--- src/rtl/alu_stage_if.sv ---
// -----------------------------------------------------------------------------
// alu_stage_if -- operand, control and C-bus signals of the ALU stage.
//
// Signals
//   abus_in   operand A
//   bbus_in   operand B (register-file B-bus output)
//   alu_op    operation code, sampled together with start
//   cbus_sel  destination register code, sampled together with start
//   start     operation request, accepted only while the stage is idle
//   cbus_out  result driven onto the C bus
//   cbus_en   C-bus write-enable code (4'b0000 = no write)
//   busy      stage is not idle
//   done      one-cycle pulse marking the write-back cycle
//   err       one-cycle pulse with done for an illegal alu_op
//   z_flag    result == 0 from the last legal write-back
//
// Modports
//   master  the requester (drives operands and start)
//   slave   the ALU stage itself
// -----------------------------------------------------------------------------
interface alu_stage_if #(
    parameter int unsigned WIDTH = 32
);
    logic [WIDTH-1:0] abus_in;
    logic [WIDTH-1:0] bbus_in;
    logic [3:0]       alu_op;
    logic [3:0]       cbus_sel;
    logic             start;
    logic [WIDTH-1:0] cbus_out;
    logic [3:0]       cbus_en;
    logic             busy;
    logic             done;
    logic             err;
    logic             z_flag;

    modport master (
        output abus_in,
        output bbus_in,
        output alu_op,
        output cbus_sel,
        output start,
        input  cbus_out,
        input  cbus_en,
        input  busy,
        input  done,
        input  err,
        input  z_flag
    );

    modport slave (
        input  abus_in,
        input  bbus_in,
        input  alu_op,
        input  cbus_sel,
        input  start,
        output cbus_out,
        output cbus_en,
        output busy,
        output done,
        output err,
        output z_flag
    );
endinterface

--- src/rtl/alu_stage.sv ---
// -----------------------------------------------------------------------------
// alu_stage -- multi-cycle ALU stage writing its result onto the C bus.
//
// Ports
//   clock     single clock, all state updates on its rising edge
//   reset_n   asynchronous, active-low reset
//   bus       alu_stage_if.slave: operands, op/destination codes, start,
//             and the C-bus result, write enable, busy, done, err, z_flag
//
// Operation
//   IDLE + start latches A, B, op and destination. Single-cycle ops go straight
//   to WB. SHR by n > 0 spends n RUN cycles shifting B right one bit per cycle.
//   MUL is shift-and-add, one multiplier bit per RUN cycle, LSB first, WIDTH
//   cycles in total. In WB every output is a register so the C-bus registers,
//   which capture on the falling edge, always see settled values.
//   Illegal ops report err with done, write nothing and leave cbus_out/z_flag.
// -----------------------------------------------------------------------------
module alu_stage #(
    parameter int unsigned WIDTH = 32
) (
    input logic        clock,
    input logic        reset_n,
    alu_stage_if.slave bus
);

    // Wide enough to hold WIDTH, the MUL iteration count.
    localparam int unsigned CntW = $clog2(WIDTH + 1);

    localparam logic [3:0] OpAdd  = 4'b0001;
    localparam logic [3:0] OpSub  = 4'b0010;
    localparam logic [3:0] OpPass = 4'b0011;
    localparam logic [3:0] OpShr  = 4'b0100;
    localparam logic [3:0] OpMul  = 4'b0101;
    localparam logic [3:0] OpInc  = 4'b0110;
    localparam logic [3:0] OpClr  = 4'b0111;

    typedef enum logic [1:0] {
        StIdle,
        StRun,
        StWb
    } state_e;

    state_e           state_q, state_d;
    // a_q: MUL multiplicand, shifted left each RUN cycle.
    // b_q: MUL multiplier / SHR operand, shifted right each RUN cycle.
    logic [WIDTH-1:0] a_q, a_d;
    logic [WIDTH-1:0] b_q, b_d;
    logic [WIDTH-1:0] acc_q, acc_d;
    logic [WIDTH-1:0] out_q, out_d;
    logic [3:0]       op_q, op_d;
    logic [3:0]       sel_q, sel_d;
    logic [3:0]       en_q, en_d;
    logic [CntW-1:0]  cnt_q, cnt_d;
    logic             done_q, done_d;
    logic             err_q, err_d;
    logic             z_q, z_d;

    // Single-cycle result straight from the input buses.
    logic [WIDTH-1:0] imm_res;
    logic             imm_legal;

    // Value produced by the current RUN step (final on the last step).
    logic [WIDTH-1:0] mul_step;
    logic [WIDTH-1:0] shr_step;
    logic [WIDTH-1:0] run_res;

    always_comb begin
        imm_res   = '0;
        imm_legal = 1'b1;
        case (bus.alu_op)
            OpAdd:   imm_res = bus.abus_in + bus.bbus_in;
            OpSub:   imm_res = bus.abus_in - bus.bbus_in;
            OpPass:  imm_res = bus.bbus_in;
            // Only used for a zero shift amount; non-zero shifts go through RUN.
            OpShr:   imm_res = bus.bbus_in;
            OpMul:   imm_res = '0;
            OpInc:   imm_res = bus.abus_in + WIDTH'(1);
            OpClr:   imm_res = '0;
            default: imm_legal = 1'b0;
        endcase
    end

    always_comb begin
        mul_step = b_q[0] ? (acc_q + a_q) : acc_q;
        shr_step = b_q >> 1;
        run_res  = (op_q == OpMul) ? mul_step : shr_step;
    end

    always_comb begin
        state_d = state_q;
        a_d     = a_q;
        b_d     = b_q;
        acc_d   = acc_q;
        out_d   = out_q;
        op_d    = op_q;
        sel_d   = sel_q;
        cnt_d   = cnt_q;
        z_d     = z_q;
        // Pulses and the write enable are only ever high in WB.
        en_d    = 4'b0000;
        done_d  = 1'b0;
        err_d   = 1'b0;

        case (state_q)
            StIdle: begin
                if (bus.start) begin
                    a_d   = bus.abus_in;
                    b_d   = bus.bbus_in;
                    op_d  = bus.alu_op;
                    sel_d = bus.cbus_sel;
                    acc_d = '0;
                    if (bus.alu_op == OpMul) begin
                        state_d = StRun;
                        cnt_d   = CntW'(WIDTH);
                    end else if (bus.alu_op == OpShr && bus.abus_in[4:0] != 5'd0) begin
                        state_d = StRun;
                        cnt_d   = CntW'(bus.abus_in[4:0]);
                    end else begin
                        state_d = StWb;
                        done_d  = 1'b1;
                        if (imm_legal) begin
                            out_d = imm_res;
                            en_d  = bus.cbus_sel;
                            z_d   = (imm_res == '0);
                        end else begin
                            err_d = 1'b1;
                        end
                    end
                end
            end

            StRun: begin
                cnt_d = cnt_q - CntW'(1);
                b_d   = shr_step;
                if (op_q == OpMul) begin
                    acc_d = mul_step;
                    a_d   = a_q << 1;
                end
                // Last step: the result goes straight to the output register.
                if (cnt_q == CntW'(1)) begin
                    state_d = StWb;
                    done_d  = 1'b1;
                    out_d   = run_res;
                    en_d    = sel_q;
                    z_d     = (run_res == '0);
                end
            end

            StWb: begin
                state_d = StIdle;
            end

            default: begin
                state_d = StIdle;
            end
        endcase
    end

    always_ff @(posedge clock or negedge reset_n) begin
        if (!reset_n) begin
            state_q <= StIdle;
            a_q     <= '0;
            b_q     <= '0;
            acc_q   <= '0;
            out_q   <= '0;
            op_q    <= 4'b0000;
            sel_q   <= 4'b0000;
            en_q    <= 4'b0000;
            cnt_q   <= '0;
            done_q  <= 1'b0;
            err_q   <= 1'b0;
            z_q     <= 1'b0;
        end else begin
            state_q <= state_d;
            a_q     <= a_d;
            b_q     <= b_d;
            acc_q   <= acc_d;
            out_q   <= out_d;
            op_q    <= op_d;
            sel_q   <= sel_d;
            en_q    <= en_d;
            cnt_q   <= cnt_d;
            done_q  <= done_d;
            err_q   <= err_d;
            z_q     <= z_d;
        end
    end

    assign bus.cbus_out = out_q;
    assign bus.cbus_en  = en_q;
    assign bus.busy     = (state_q != StIdle);
    assign bus.done     = done_q;
    assign bus.err      = err_q;
    assign bus.z_flag   = z_q;

endmodule

--- src/flat_wrapper.sv ---
// flat-port wrapper written by rule: the top's interface ports become plain ports
module alu_stage_flat 
#(
    parameter int unsigned WIDTH = 32
)
  (clock, reset_n, bus_abus_in, bus_bbus_in, bus_alu_op, bus_cbus_sel, bus_start, bus_cbus_out, bus_cbus_en, bus_busy, bus_done, bus_err, bus_z_flag);
  alu_stage_if #(.WIDTH(WIDTH)) bus_i ();
  input logic clock;
  input logic reset_n;
  input wire logic [$bits(bus_i.abus_in)-1:0] bus_abus_in;
  input wire logic [$bits(bus_i.bbus_in)-1:0] bus_bbus_in;
  input wire logic [$bits(bus_i.alu_op)-1:0] bus_alu_op;
  input wire logic [$bits(bus_i.cbus_sel)-1:0] bus_cbus_sel;
  input wire logic [$bits(bus_i.start)-1:0] bus_start;
  output wire logic [$bits(bus_i.cbus_out)-1:0] bus_cbus_out;
  output wire logic [$bits(bus_i.cbus_en)-1:0] bus_cbus_en;
  output wire logic [$bits(bus_i.busy)-1:0] bus_busy;
  output wire logic [$bits(bus_i.done)-1:0] bus_done;
  output wire logic [$bits(bus_i.err)-1:0] bus_err;
  output wire logic [$bits(bus_i.z_flag)-1:0] bus_z_flag;
  assign bus_i.abus_in = bus_abus_in;
  assign bus_i.bbus_in = bus_bbus_in;
  assign bus_i.alu_op = bus_alu_op;
  assign bus_i.cbus_sel = bus_cbus_sel;
  assign bus_i.start = bus_start;
  assign bus_cbus_out = bus_i.cbus_out;
  assign bus_cbus_en = bus_i.cbus_en;
  assign bus_busy = bus_i.busy;
  assign bus_done = bus_i.done;
  assign bus_err = bus_i.err;
  assign bus_z_flag = bus_i.z_flag;
  alu_stage #(.WIDTH(WIDTH)) u_core (.clock(clock), .reset_n(reset_n), .bus(bus_i));
endmodule
--- config.mk ---
export PLATFORM = sky130hd
export DESIGN_NAME = alu_stage_flat
export DESIGN_NICKNAME = d
export VERILOG_FILES = /design/src/rtl/alu_stage_if.sv /design/src/rtl/alu_stage.sv /design/src/flat_wrapper.sv
export SDC_FILE = /design/constraint.sdc
export NUM_CORES = 1
export LEC_CHECK = 0
export ABC_AREA = 1
export BUFFER_PORTS_ARGS = -buffer_cell sky130_fd_sc_hd__buf_2
export CAP_MARGIN = 15
export CORE_MARGIN = 3
export CORE_UTILIZATION = 40
export CTS_BUF_LIST = sky130_fd_sc_hd__clkbuf_8
export DETAILED_ROUTE_END_ITERATION = 8
export GPL_TIMING_DRIVEN = 0
export SLEW_MARGIN = 20
export SYNTH_ARGS = -nofsm -noshare
export SYNTH_HDL_FRONTEND = slang
export SYNTH_SLANG_ARGS = --single-unit
--- constraint.sdc ---
create_clock -name clock -period 6 [get_ports clock]
set_clock_uncertainty 0.05 [all_clocks]
set_input_delay 0.3 -clock clock [delete_from_list [all_inputs] [get_ports clock]]
set_output_delay 0.3 -clock clock [all_outputs]
set_load 0.005 [all_outputs]
# Word-level counts from Yosys, hierarchy flattened
# Cells that the tools add are included.
dict set report op_classes {
  add_sub_neg 5
  n_eq_ne 17
  mux 49
  n_reduce_logical 15
}
# operator n
set op_table {}
lappend op_table {{32-bit two-way mux} 12}
lappend op_table {{32-bit one-hot mux with 2 select lines} 4}
lappend op_table {{32-bit one-hot mux with 4 select lines} 1}
lappend op_table {{32-bit adder} 2}
lappend op_table {{32-bit zero test} 2}
lappend op_table {{32-bit by 1-bit adder with 32-bit output (second input constant)} 1}
lappend op_table {{32-bit subtractor} 1}
lappend op_table {{4-bit by 3-bit equality test with 1-bit output (second input constant)} 5}
lappend op_table {{4-bit two-way mux} 5}
lappend op_table {{6-bit two-way mux} 3}
lappend op_table {{1-bit two-way mux} 15}
lappend op_table {{6-bit one-hot mux with 2 select lines} 1}
lappend op_table {{4-bit by 2-bit equality test with 1-bit output (second input constant)} 2}
lappend op_table {{2-bit two-way mux} 4}
lappend op_table {{4-bit one-hot mux with 2 select lines} 1}
lappend op_table {{7-bit OR reduction} 1}
lappend op_table {{6-bit by 1-bit equality test with 1-bit output (second input constant)} 1}
lappend op_table {{2-bit by 1-bit != test with 1-bit output (second input constant)} 3}
lappend op_table {{2-bit != test (second input constant)} 3}
lappend op_table {{2-bit AND reduction} 3}
lappend op_table {{3-bit AND reduction} 2}
lappend op_table {{6-bit AND reduction} 1}
lappend op_table {{6-bit by 1-bit subtractor with 6-bit output (second input constant)} 1}
lappend op_table {{5-bit nonzero test} 1}
lappend op_table {{9 further kinds} 11}
dict set report word_totals {
  regBits 151
  word_cells 98
}

# Logic depth before layout (Yosys ltp)
# Gate-level depths: netlist of the first run.
dict set report logic_depth {
  ltp_word 9
  depth_mapped 33
  depth_no_buf 33
}

# Worst setup path before layout of the first run
# Ideal clock, no wire load.
dict set report synth_timing {
  path_kind {input -> register}
  startpoint {input port bus_bbus_in[0]}
  endpoint {register u_core.z_q (netlist: u_core.bus.z_flag)}
  arrival_ns 3.220
  required_time_ns 5.885
  setup_slack_ns 2.665
  stages 31
  path_buffers 0
  path_cell_list {inv_1 ha_1 inv_1 nor4_1 inv_1 nor2_1 nand2_1 nor3_1 inv_1 nor2_1 nor2_1 nor2_1 o21ai_0 mux2i_1 ha_1 inv_1 nor3_1 nand2_1 a21oi_1 nor2_1 nand2_1 nand2_1 nand3_1 nand2_1 inv_1 nand2_1 nor3_1 nand3_1 nand2_1 nand2_1 nand2_1}
}
dict set report synth_between {
  elab_chain_cells 8
}
# item line
set synth_rtl {}
lappend synth_rtl {{from (decl)} flat_wrapper.sv:11} ;# input wire logic [$bits(bus_i.bbus_in)-1:0] bus_bbus_in;
lappend synth_rtl {{32-bit subtractor or 32-bit adder (tied branches)} {alu_stage.sv:72, alu_stage.sv:71}}
lappend synth_rtl {{32-bit one-hot mux with 4 select lines (*)} alu_stage.sv:70} ;# case (bus.alu_op)
lappend synth_rtl {{32-bit zero test (*)} alu_stage.sv:124} ;# z_d = (imm_res == '0);
lappend synth_rtl {{1-bit two-way mux (*)} alu_stage.sv:121} ;# if (imm_legal) begin
lappend synth_rtl {{1-bit two-way mux (*)} alu_stage.sv:115} ;# end else if (bus.alu_op == OpShr && bus.abus_in[4:0] != 5'd0) begin
lappend synth_rtl {{1-bit two-way mux (*)} alu_stage.sv:112} ;# if (bus.alu_op == OpMul) begin
lappend synth_rtl {{1-bit two-way mux (*)} alu_stage.sv:106} ;# if (bus.start) begin
lappend synth_rtl {{1-bit one-hot mux with 2 select lines (*)} alu_stage.sv:104} ;# case (state_q)
lappend synth_rtl {{to (signal assigned)} alu_stage.sv:185} ;# z_q <= z_d;
lappend synth_rtl {{to (decl)} alu_stage.sv:56} ;# logic z_q, z_d;
# Mark *: on every way between the ends. The rest lies on a longest branch, timed or not. The select of a mux whose other input is x is not followed.
# A chain may end at the register's enable or synchronous reset.

# Worst setup path in the final report of the first run
dict set report layout_timing {
  startpoint {input port bus_alu_op[1]}
  endpoint {register u_core.z_q (netlist: u_core.bus.z_flag)}
}
dict set report layout_between {
  elab_chain_cells 9
}
# item line
set layout_rtl {}
lappend layout_rtl {{from (decl)} flat_wrapper.sv:12} ;# input wire logic [$bits(bus_i.alu_op)-1:0] bus_alu_op;
lappend layout_rtl {{4-bit by 2-bit equality test with 1-bit output or 4-bit by 3-bit equality test with 1-bit output (tied branches)} {alu_stage.sv:70, alu_stage.sv:115}}
lappend layout_rtl {{2-bit OR reduction (no source line)} --}
lappend layout_rtl {{32-bit one-hot mux with 4 select lines} alu_stage.sv:70}
lappend layout_rtl {{32-bit zero test} alu_stage.sv:124}
lappend layout_rtl {{1-bit two-way mux} alu_stage.sv:121}
lappend layout_rtl {{1-bit two-way mux} alu_stage.sv:115}
lappend layout_rtl {{1-bit two-way mux} alu_stage.sv:112}
lappend layout_rtl {{1-bit two-way mux} alu_stage.sv:106}
lappend layout_rtl {{1-bit one-hot mux with 2 select lines} alu_stage.sv:104}
# Parallel ways exist; a longest one is shown, timed or not. The select of a mux whose other input is x is not followed.

==> results of run 1 <==
==> stage by stage <==
stage	instances	setup WS [ns]	hold slack (ns)
6_report	2814	1.875	0.03016
5_1_grt	2814	1.479	0.02114
4_1_cts	2814	1.943	0.006311
3_5_place_dp	2781	1.455	0.2163
3_3_place_gp	2780	1.529	0.4055
2_1_floorplan	2225	2.665	-0.04559
==> report_power, final <==
group / internal, mW / leakage [nW] / switching [mW] / total [mW]
Sequential: 1.36 / 1.90 / 0.298 / 1.66
Combinational: 0.764 / 5.78 / 1.52 / 2.29
Clock: 0.388 / 0.204 / 0.414 / 0.802
==> critical path: stages <==
cell and delay (ns):
buf_2 0.13, inv_2 0.07, nor2_1 0.11, nand2_2 0.18, nor2_1 0.37, inv_1 0.12, clkbuf_1 0.33, nand2_1 0.15
ha_1 0.24, inv_1 0.07, fa_1 0.39, inv_1 0.09, nand3_1 0.07, nand3_1 0.18, nand2_1 0.11, nand2_1 0.10
nand2_1 0.08, nand2_1 0.21, a21oi_1 0.15, or2_1 0.23, nand3_1 0.06, o21ai_0 0.19, nor3_1 0.23, nand3_1 0.13
nand2_1 0.09, nand2_1 0.05, nand2_1 0.05
==> synth_stat cells, drive strengths merged, types with 3 or more instances <==
cell	instances	area, sq um
a21boi	3	22.52
a21oi	116	584.3
a31oi	5	31.28
and2	4	25.02
buf	31	173.9
clkbuf	41	153.9
dfrtp	151	3779
ha	71	888.4
inv	309	1160
mux2i	4	40.04
nand2	718	2700
nand3	194	975.9
nand3b	20	150.1
nand4	10	62.56
nor2	224	867.1
nor3	18	90.09
nor4	8	50.05
o211ai	29	217.7
o21ai	211	1064
o21bai	10	75.07
o22ai	15	93.84
or2	19	118.9
==> layout make-up <==
cell class,instances,share of cell area [%]
multi-input combinational,1692,54.50
sequential,151,25.17
inverter,310,7.751
timing repair buffer,115,4.084
tap,442,3.684
buffer,72,2.184
clock buffer,19,1.742
clock inverter,13,0.8834
==> kinds of logic after synthesis <==
family | after synthesis
xor+xnor | 2
flops | 151
simple gates | 1217
fa+ha+maj | 73
buf+inv | 382
mux | 4
compound gates | 396
==> sequential cells by signal (all words and copies together), names as in the netlist <==
name                 cells
u_core.a_q              32
u_core.acc_q            32
u_core.b_q              32
u_core.bus.cbus_out     32
u_core.cnt_q             6
u_core.bus.cbus_en       4
u_core.op_q              4
u_core.sel_q             4
u_core.state_q           2
u_core.bus.done          1
u_core.bus.err           1
u_core.bus.z_flag        1
==> path summary, 6_finish.rpt <==
path	startpoint	endpoint	slack, ns	depth (start not counted)
max in group asynchronous	reset_n	u_core.acc_q[27]	4.76	3
min in group asynchronous	reset_n	u_core.bus.cbus_en[0]	0.27	2
min reg2reg	u_core.bus.cbus_out[0]	u_core.bus.cbus_out[0]	0.43	2
max	bus_alu_op[1]	u_core.bus.z_flag	1.88	27
min	bus_cbus_sel[0]	u_core.bus.cbus_en[0]	0.03	3
max reg2reg	u_core.acc_q[0]	u_core.bus.z_flag	3.00	21
==> per-layer routing <==
layer	vias to the layer above	GRT usage, %
met5	-	0
met4	2	8.132
met3	76	3.055
met1	6854	38.19
met2	469	45.60
li1	7418	-
==> timing repair <==
| action | CTS | global route |
|---|---|---|
| endpoints found under the hold margin | 58 | 0 |
| resized for setup | 0 | 0 |
| hold buffers | 1 | 0 |
==> results.toml, run 1 <==
[route]
highest_layer = "met5"
via_per_inst = 5.266
drcViolationCount = 0
met1_length_um = 22540
drt_iter0_markers = 1176
routedWlPerCell_um = 17.73
drtAntennaViolNets = 0
wl_met3_um = 3161
wirelength_um = 49900
first_pass_iters = 5
vias = 14820
met2_length_um = 22850

[yosys]
synthSimpleGateAreaFrac_pct = 37.56
synth_adder_area_share_pct = 6.901
yosys_most_used_dff = "dfrtp_1"
ys_types = 46
synth_nets = 2373
ys_warn_count = 0
syn_inst = 2225
synthArstFlopShare_pct = 100.0
syn_area_sq_um = 13450
syn_area_per_cell_sq_um = 6.046
synthMuxAreaShare_pct = 0.2976
synth_edf_count = 0
synth_xor_area_share_pct = 0.1302
synth_compound_gate_area_share_pct = 15.94
ys_seq_area_share_pct = 28.09
ys_ff_latch = 151
synth_top_family_by_area = "simple AND/OR/NAND/NOR gates"

[final_layout]
multi_input_area_sq_um = 8183
final_common_cell = "nand2_1"
fin_util_pct = 45.68
n_fill_cell = 3608
area_growth_pct = 11.60
final_cell_mix = "nand2_1 (716), inv_1 (308), nor2_1 (221)"
post-route-cell-area_sq_um = 15010
drive_gt1_share_pct = 8.263
seq_area_sq_um = 3779
final_nets = 2507
antenna_cells = 0

[die]
dieArea_sq_um = 35870
initial_core_util_pct = 40.93
die_w_um = 189.4
core_area_sq_um = 32870
die_h_um = 189.4
ios = 115
fp-row-count = 66

[cts]
clkLatencyLatePin_ns = 0.49
clk_pin_slew_ns = 0.10
cts_buffers = 17
cts_sinks = 151
h-tree-depth = 4
cts_tree = "done"
cts_buffer_depth = 2
post-cts-setup-buffers = 0
cts.root.buffer_cell = "clkbuf_8"

[placement]
dpl.hpwl_um = 41500
io_buffers = 113
placed_area_sq_um = 14610
place_congestion = 0.9489

[sta]
setup_viol = 0
tightest_slew_ns = 0.7383
min_period_ns = 4.125
clock.fmax_ghz = 0.2424
slew_headroom_pct = 50.40
finalHoldViolations = 0
period_share_pct = 68.75
fin_setup_tns_ns = 0
rsz0062_at_grt = "false"
maxSlewViolCount = 0

[power]
peakVddDrop_uv = 132.2
p_leak_nw = 7.880
p_per_area_nw_per_um2 = 316.3
fin_total_pwr_mw = 4.749

[setup_path]
critical_path_required_ns = 6.37
worstPathArrival_ns = 4.49
worst_setup_path_end_kind = "flip-flop"
critPathMaxFanout = 10
start_kind = "input port"
worstSetupPathType = "input port to flip-flop"

[global_routing]
grt_pass1_wl_um = 77290
antenna_found_initial = 1
grt_pass1_vias = 14030
grt_max_degree = 94
grt_remaining_overflow = 0
gr-usage-all-layers_pct = 27.61

[flow_run]
maxCapViolCount = 0

[outcome]
status = "complete, no violations"

[min_path]
hold_path.class = "input port to flip-flop"
(Power assumes the default switching activity.)
==> run 2, diff against run 1 <==
==> constraint.sdc (replaced) <==
create_clock -name clock -period 3.8 [get_ports clock]
set_clock_uncertainty 0.05 [all_clocks]
set_input_delay 0.19 -clock clock [delete_from_list [all_inputs] [get_ports clock]]
set_output_delay 0.19 -clock clock [all_outputs]
set_load 0.005 [all_outputs]
==> run 2 against run 1 <==
  * Combinational power increased by 59%
  * Final cell count increased by 0.82%
  * Via count up 1.1%
  * Sequential power up 58%
  * Register-to-register slack worse by 2.2 ns
  * Critical path depth increased by 2
  * Cell area up 2.2%
  * Clock-buffer cell count stayed put
  * Critical path type unchanged
==> results.toml, run 2 (same netlist as run 1, synthesis figures left out) <==
[sta]
setup_viol = 0
min_period_ns = 3.522
tightest_slew_ns = 0.7654
clock.fmax_ghz = 0.2839
fin_setup_tns_ns = 0
slew_headroom_pct = 48.97
period_share_pct = 92.69
maxSlewViolCount = 0
finalHoldViolations = 0

[route]
first_pass_iters = 5
drtAntennaViolNets = 0
via_per_inst = 5.281
vias = 14980
routedWlPerCell_um = 17.67
wirelength_um = 50140
drcViolationCount = 0
drt_iter0_markers = 1236

[power]
p_per_area_nw_per_um2 = 491.9
power.internal_mw = 3.997
switching_power_mw = 3.549
clockPowerShare_pct = 16.8
peakVddDrop_uv = 208.6
fin_total_pwr_mw = 7.546
p_leak_nw = 8.001
switching_share_pct = 47.03
comb_power_share_pct = 48.4
seqPwrFrac_pct = 34.8

[die]
die_h_um = 189.4
fp-row-count = 66
dieArea_sq_um = 35870
initial_core_util_pct = 40.93
ios = 115
die_w_um = 189.4
core_area_sq_um = 32870

[setup_path]
crit_buf_inv = 5
reg2regPathDepth = 21
critPathMaxFanout = 4
worstPathArrival_ns = 3.89
slowest_delay_ns = 0.37
path_delay_family = "simple AND/OR/NAND/NOR gates"
critical_path_required_ns = 4.17
rrSetupSlack_ns = 0.80
worstSetupPathType = "input port to flip-flop"
crit_cells = 29
path_common_cell = "nand2_1"
crit_path_top_delay_cell = "ha_1"
worst_setup_path_end_kind = "flip-flop"
start_kind = "input port"

[cts]
cts_buffer_depth = 2
cts_sinks = 151
clk_pin_slew_ns = 0.08
cts.root.buffer_cell = "clkbuf_8"
h-tree-depth = 4
cts_buffers = 17
clkLatencyLatePin_ns = 0.48
cts_tree = "done"

[placement]
placed_area_sq_um = 14610
dpl.hpwl_um = 41500
io_buffers = 113
place_congestion = 0.9489

[final_layout]
post-route-cell-area_sq_um = 15340
antenna_cells = 0
fin_util_pct = 46.68
area_growth_pct = 14.03
drive_gt1_share_pct = 9.687
final_nets = 2530
final_common_cell = "nand2_1"
final_cell_mix = "nand2_1 (710), inv_1 (307), nor2_1 (213)"

[outcome]
status = "complete, no violations"

[min_path]
hold_path.class = "input port to flip-flop"
min_path_cells = 3

[global_routing]
grt_pass1_wl_um = 77710
grt_max_degree = 94
antenna_found_initial = 1
grt_remaining_overflow = 0
gr-usage-all-layers_pct = 27.73
grt_pass1_vias = 14120

[flow_run]
maxCapViolCount = 0
[run 2: changes by cell type in the layout (fill, tap and decap cells not counted), moves of 3 or more]
cell | before | now
dlygate4sd3_1 | 1 | 18
nor2_1 | 221 | 213
buf_4 | 1 | 7
nand2_1 | 716 | 710
nor2_2 | 1 | 7
nand2_2 | 2 | 7
a21oi_1 | 115 | 111
a21oi_2 | 1 | 4
o21ai_0 | 196 | 193
[run 2: path summary, 6_finish.rpt]
check,end,from
worst max-delay path,u_core.bus.z_flag,bus_bbus_in[0]
worst min-delay path,u_core.a_q[27],bus_abus_in[27]
worst max register to register,u_core.bus.z_flag,u_core.acc_q[0]
worst min register to register,u_core.bus.cbus_out[0],u_core.bus.cbus_out[0]
max in group asynchronous,u_core.acc_q[28],reset_n
min in group asynchronous,u_core.bus.cbus_en[0],reset_n
[run 2: through the flow]
step                      std cells  hold slack, ns  setup WS (ns)
after detailed placement       2781          0.1063        -0.6351
final                          2837         0.02703         0.2780
after CTS                      2831       0.0002895        0.02734
after floorplan                2225         -0.1556         0.5749
after global placement         2780          0.4055        -0.5614
after global routing           2837         0.01869       -0.04151
[run 2: repair_timing]
item                       in CTS  in global routing
hold endpoints to repair       80                  0
resized for setup               5                 34
hold buffers                   18                  0
pin swaps                       0                  9
setup buffers                   0                  6
setup endpoints to repair       1                  9
[run 2: layer usage]
layer	track usage [%]	routed length, um	share of wire (%)	vias to the layer above
li1	-	-	-	7477
met1	38.31	22850	46	6954
met2	46.10	23110	46	473
met3	2.944	2813	5.6	75
met4	7.904	1364	2.7	2
met5	0	7	0.014	-
[run 2: power by group through the flow]
stage,logic (mW),clock network [mW],registers (mW)
5_1_grt,4.13,1.34,2.67
4_1_cts,3.59,1.27,2.61
2_1_floorplan,2.40,0,2.47
6_report,3.65,1.27,2.63
3_3_place_gp,3.52,0,2.62
3_5_place_dp,3.56,0,2.64
[run 2: worst reg2reg max path, stage by stage (launching register included)]
cell,delay [ns]
dfrtp_1,0.39
ha_1,0.26
fa_1,0.43
nand2_1,0.13
nand2_1,0.07
nand3_1,0.09
nand2_1,0.10
nand2_1,0.11
nand2_1,0.13
nand2_1,0.08
nand3_1,0.13
nand3_1,0.18
nand2_1,0.09
nor2_1,0.09
nand2_1,0.06
nor2_1,0.17
nand3_1,0.09
nor2_1,0.09
nand2_1,0.05
nand2_1,0.05
nand2_1,0.05
nand2_1,0.05
[run 2: area by class of cell]
cell class	count	area, sq um
timing repair buffer	138	828.3
fill	3579	17530
multi-input combinational	1692	8292
sequential	151	3779
inverter	310	1164
buffer	72	331.6
clock inverter	13	132.6
clock buffer	19	261.5
tap	442	553.0
==> run 3, diff against run 2 <==
--- a/config.mk
+++ b/config.mk
@@ -9,10 +9,11 @@
 export BUFFER_PORTS_ARGS = -buffer_cell sky130_fd_sc_hd__buf_2
 export CAP_MARGIN = 15
 export CORE_MARGIN = 3
-export CORE_UTILIZATION = 40
+export CORE_UTILIZATION = 55
 export CTS_BUF_LIST = sky130_fd_sc_hd__clkbuf_8
 export DETAILED_ROUTE_END_ITERATION = 8
 export GPL_TIMING_DRIVEN = 0
+export PLACE_DENSITY = 0.74
 export SLEW_MARGIN = 20
 export SYNTH_ARGS = -nofsm -noshare
 export SYNTH_HDL_FRONTEND = slang
==> run 3 against run 2 <==
  * Sequential power is essentially flat
  * Combinational power is essentially flat
  * Register-to-register slack lost 0.03 ns
  * Critical endpoint unchanged
  * Critical path depth shrank 1
  * Via count grew 1.7%
  * Sequential share of layout area grew 0.35 points
  * Clock power grew 6%
  * Power grew 0.43%
  * Hold slack lost 0.025 ns
==> results.toml, run 3 (same netlist as run 1, synthesis figures left out) <==
[outcome]
status = "complete, no violations"

[sta]
finalHoldViolations = 0
tightest_slew_ns = 0.7522
slew_headroom_pct = 49.86
min_period_ns = 3.545
setup_viol = 0
fin_setup_tns_ns = 0
period_share_pct = 93.30
worst_hold_slack_ns = 0.001875
setup_slack_ns = 0.2548
clock.fmax_ghz = 0.2821
maxSlewViolCount = 0

[setup_path]
rrSetupSlack_ns = 0.77
worst_setup_path_end_kind = "flip-flop"
critPathMaxFanout = 10
worstSetupPathType = "input port to flip-flop"
worstPathArrival_ns = 3.91
start_kind = "input port"
critical_path_required_ns = 4.16
r2r-end = "u_core.bus.z_flag"
r2r_start = "u_core.acc_q[0]"
reg2regPathDepth = 21

[final_layout]
antenna_cells = 0
drive_gt1_share_pct = 9.815
area_growth_pct = 12.43
n_fill_cell = 2338
final_cell_mix = "nand2_1 (711), inv_1 (304), nor2_1 (215)"
final_common_cell = "nand2_1"
layout.cells.non_filler = 2703
final_nets = 2519
post-route-cell-area_sq_um = 15120
fin_util_pct = 63.67

[die]
die_w_um = 162.4
ios = 115
dieArea_sq_um = 26370
initial_core_util_pct = 56.64
die_h_um = 162.4
fp-row-count = 56
core_area_sq_um = 23750

[cts]
cts_tree = "done"
cts_buffers = 17
h-tree-depth = 4
clkLatencyLatePin_ns = 0.47
clk_pin_slew_ns = 0.11
cts.root.buffer_cell = "clkbuf_8"
cts_buffer_depth = 2
cts_sinks = 151

[global_routing]
antenna_found_initial = 0
grt_pass1_wl_um = 73580
grt_remaining_overflow = 0
gr-usage-all-layers_pct = 35.51
grt_pass1_vias = 13990
grt_max_degree = 78

[route]
first_pass_iters = 8
vias = 15240
routedWlPerCell_um = 17.54
drt_iter0_markers = 1526
drtAntennaViolNets = 0
wirelength_um = 47400
drcViolationCount = 0
via_per_inst = 5.638

[min_path]
hold_path.class = "input port to flip-flop"
min_from = "bus_abus_in[25]"
hold-path-endpoint = "u_core.a_q[25]"
min_path_cells = 3

[placement]
place_congestion = 0.9953
placed_area_sq_um = 14460
pre_cts_slack_ns = -0.5450
dpl.hpwl_um = 38620
io_buffers = 113
placed_cells = 2658

[power]
fin_total_pwr_mw = 7.579
p_leak_nw = 7.969
p_per_area_nw_per_um2 = 501.1
peakVddDrop_uv = 282.3

[flow_run]
maxCapViolCount = 0
## run 3: cell types whose count changed in the layout (fill, tap and decap cells not counted), sizes merged
cell,before,now
bufinv,2,1
clkbuf,60,58
clkinvlp,2,0
dlygate4sd3,18,7
inv,311,316
## run 3: power by group
| group | leakage (nW) | switching [mW] | internal [mW] |
|---|---|---|---|
| clock | 0.218 | 0.769 | 0.571 |
| sequential | 1.90 | 0.456 | 2.15 |
| combinational | 5.85 | 2.40 | 1.23 |
| total | 7.97 | 3.63 | 3.95 |
## run 3: critical path, cell delays in order
cell and delay (ns):
buf_2 0.12, inv_2 0.06, nor2_1 0.16, nand2_4 0.16, nor2_4 0.17, inv_1 0.08
clkbuf_2 0.22, nand2_1 0.11, ha_1 0.24, inv_1 0.07, fa_1 0.40, inv_1 0.09
nand3_1 0.06, nand3_1 0.18, nand3_1 0.17, nand3_1 0.23, nand2_1 0.08, nand3_1 0.12
nand2_1 0.12, nor2_1 0.11, nand2_1 0.06, nor2_1 0.15, nand2_1 0.08, nor3_2 0.12
nand3_1 0.13, nand2_1 0.09, nand2_1 0.05, nand2_1 0.05
## run 3: layer usage
layer	global-route usage, %	wire [um]
met3	3.942	3995
met1	48.53	19990
met5	0	0
met4	13.26	1763
met2	58.30	21650
## run 3: how the worst max path moves through the flow
| stage | startpoint | end | slack [ns] | depth (start not counted) |
|---|---|---|---|---|
| floorplan | bus_bbus_in[0] | u_core.bus.z_flag | 0.57 | 31 |
| global placement | bus_alu_op[1] | u_core.bus.z_flag | -0.52 | 24 |
| detailed placement | bus_alu_op[1] | u_core.bus.z_flag | -0.55 | 24 |
| CTS | bus_alu_op[1] | u_core.bus.z_flag | 0.03 | 25 |
| global route | bus_bbus_in[1] | u_core.bus.z_flag | -0.01 | 31 |
| finish | bus_alu_op[1] | u_core.bus.z_flag | 0.25 | 28 |
## run 3: what timing repair did
action,CTS,global route
setup endpoints to repair,1,6
pin swaps,0,10
buffers inserted,0,6
resized for setup,2,36
endpoints found under the hold margin,86,0
hold buffers,7,0
## run 3: area by class of cell
cell class,count,area [sq um],area share [%]
Buffer,72,330.3,2.184
Clock buffer,17,234.0,1.547
Sequential cell,151,3779,24.98
Multi-Input combinational cell,1692,8298,54.86
Tap cell,319,399.1,2.639
Inverter,310,1164,7.694
Clock inverter,15,202.7,1.340
Timing Repair Buffer,127,718.2,4.749
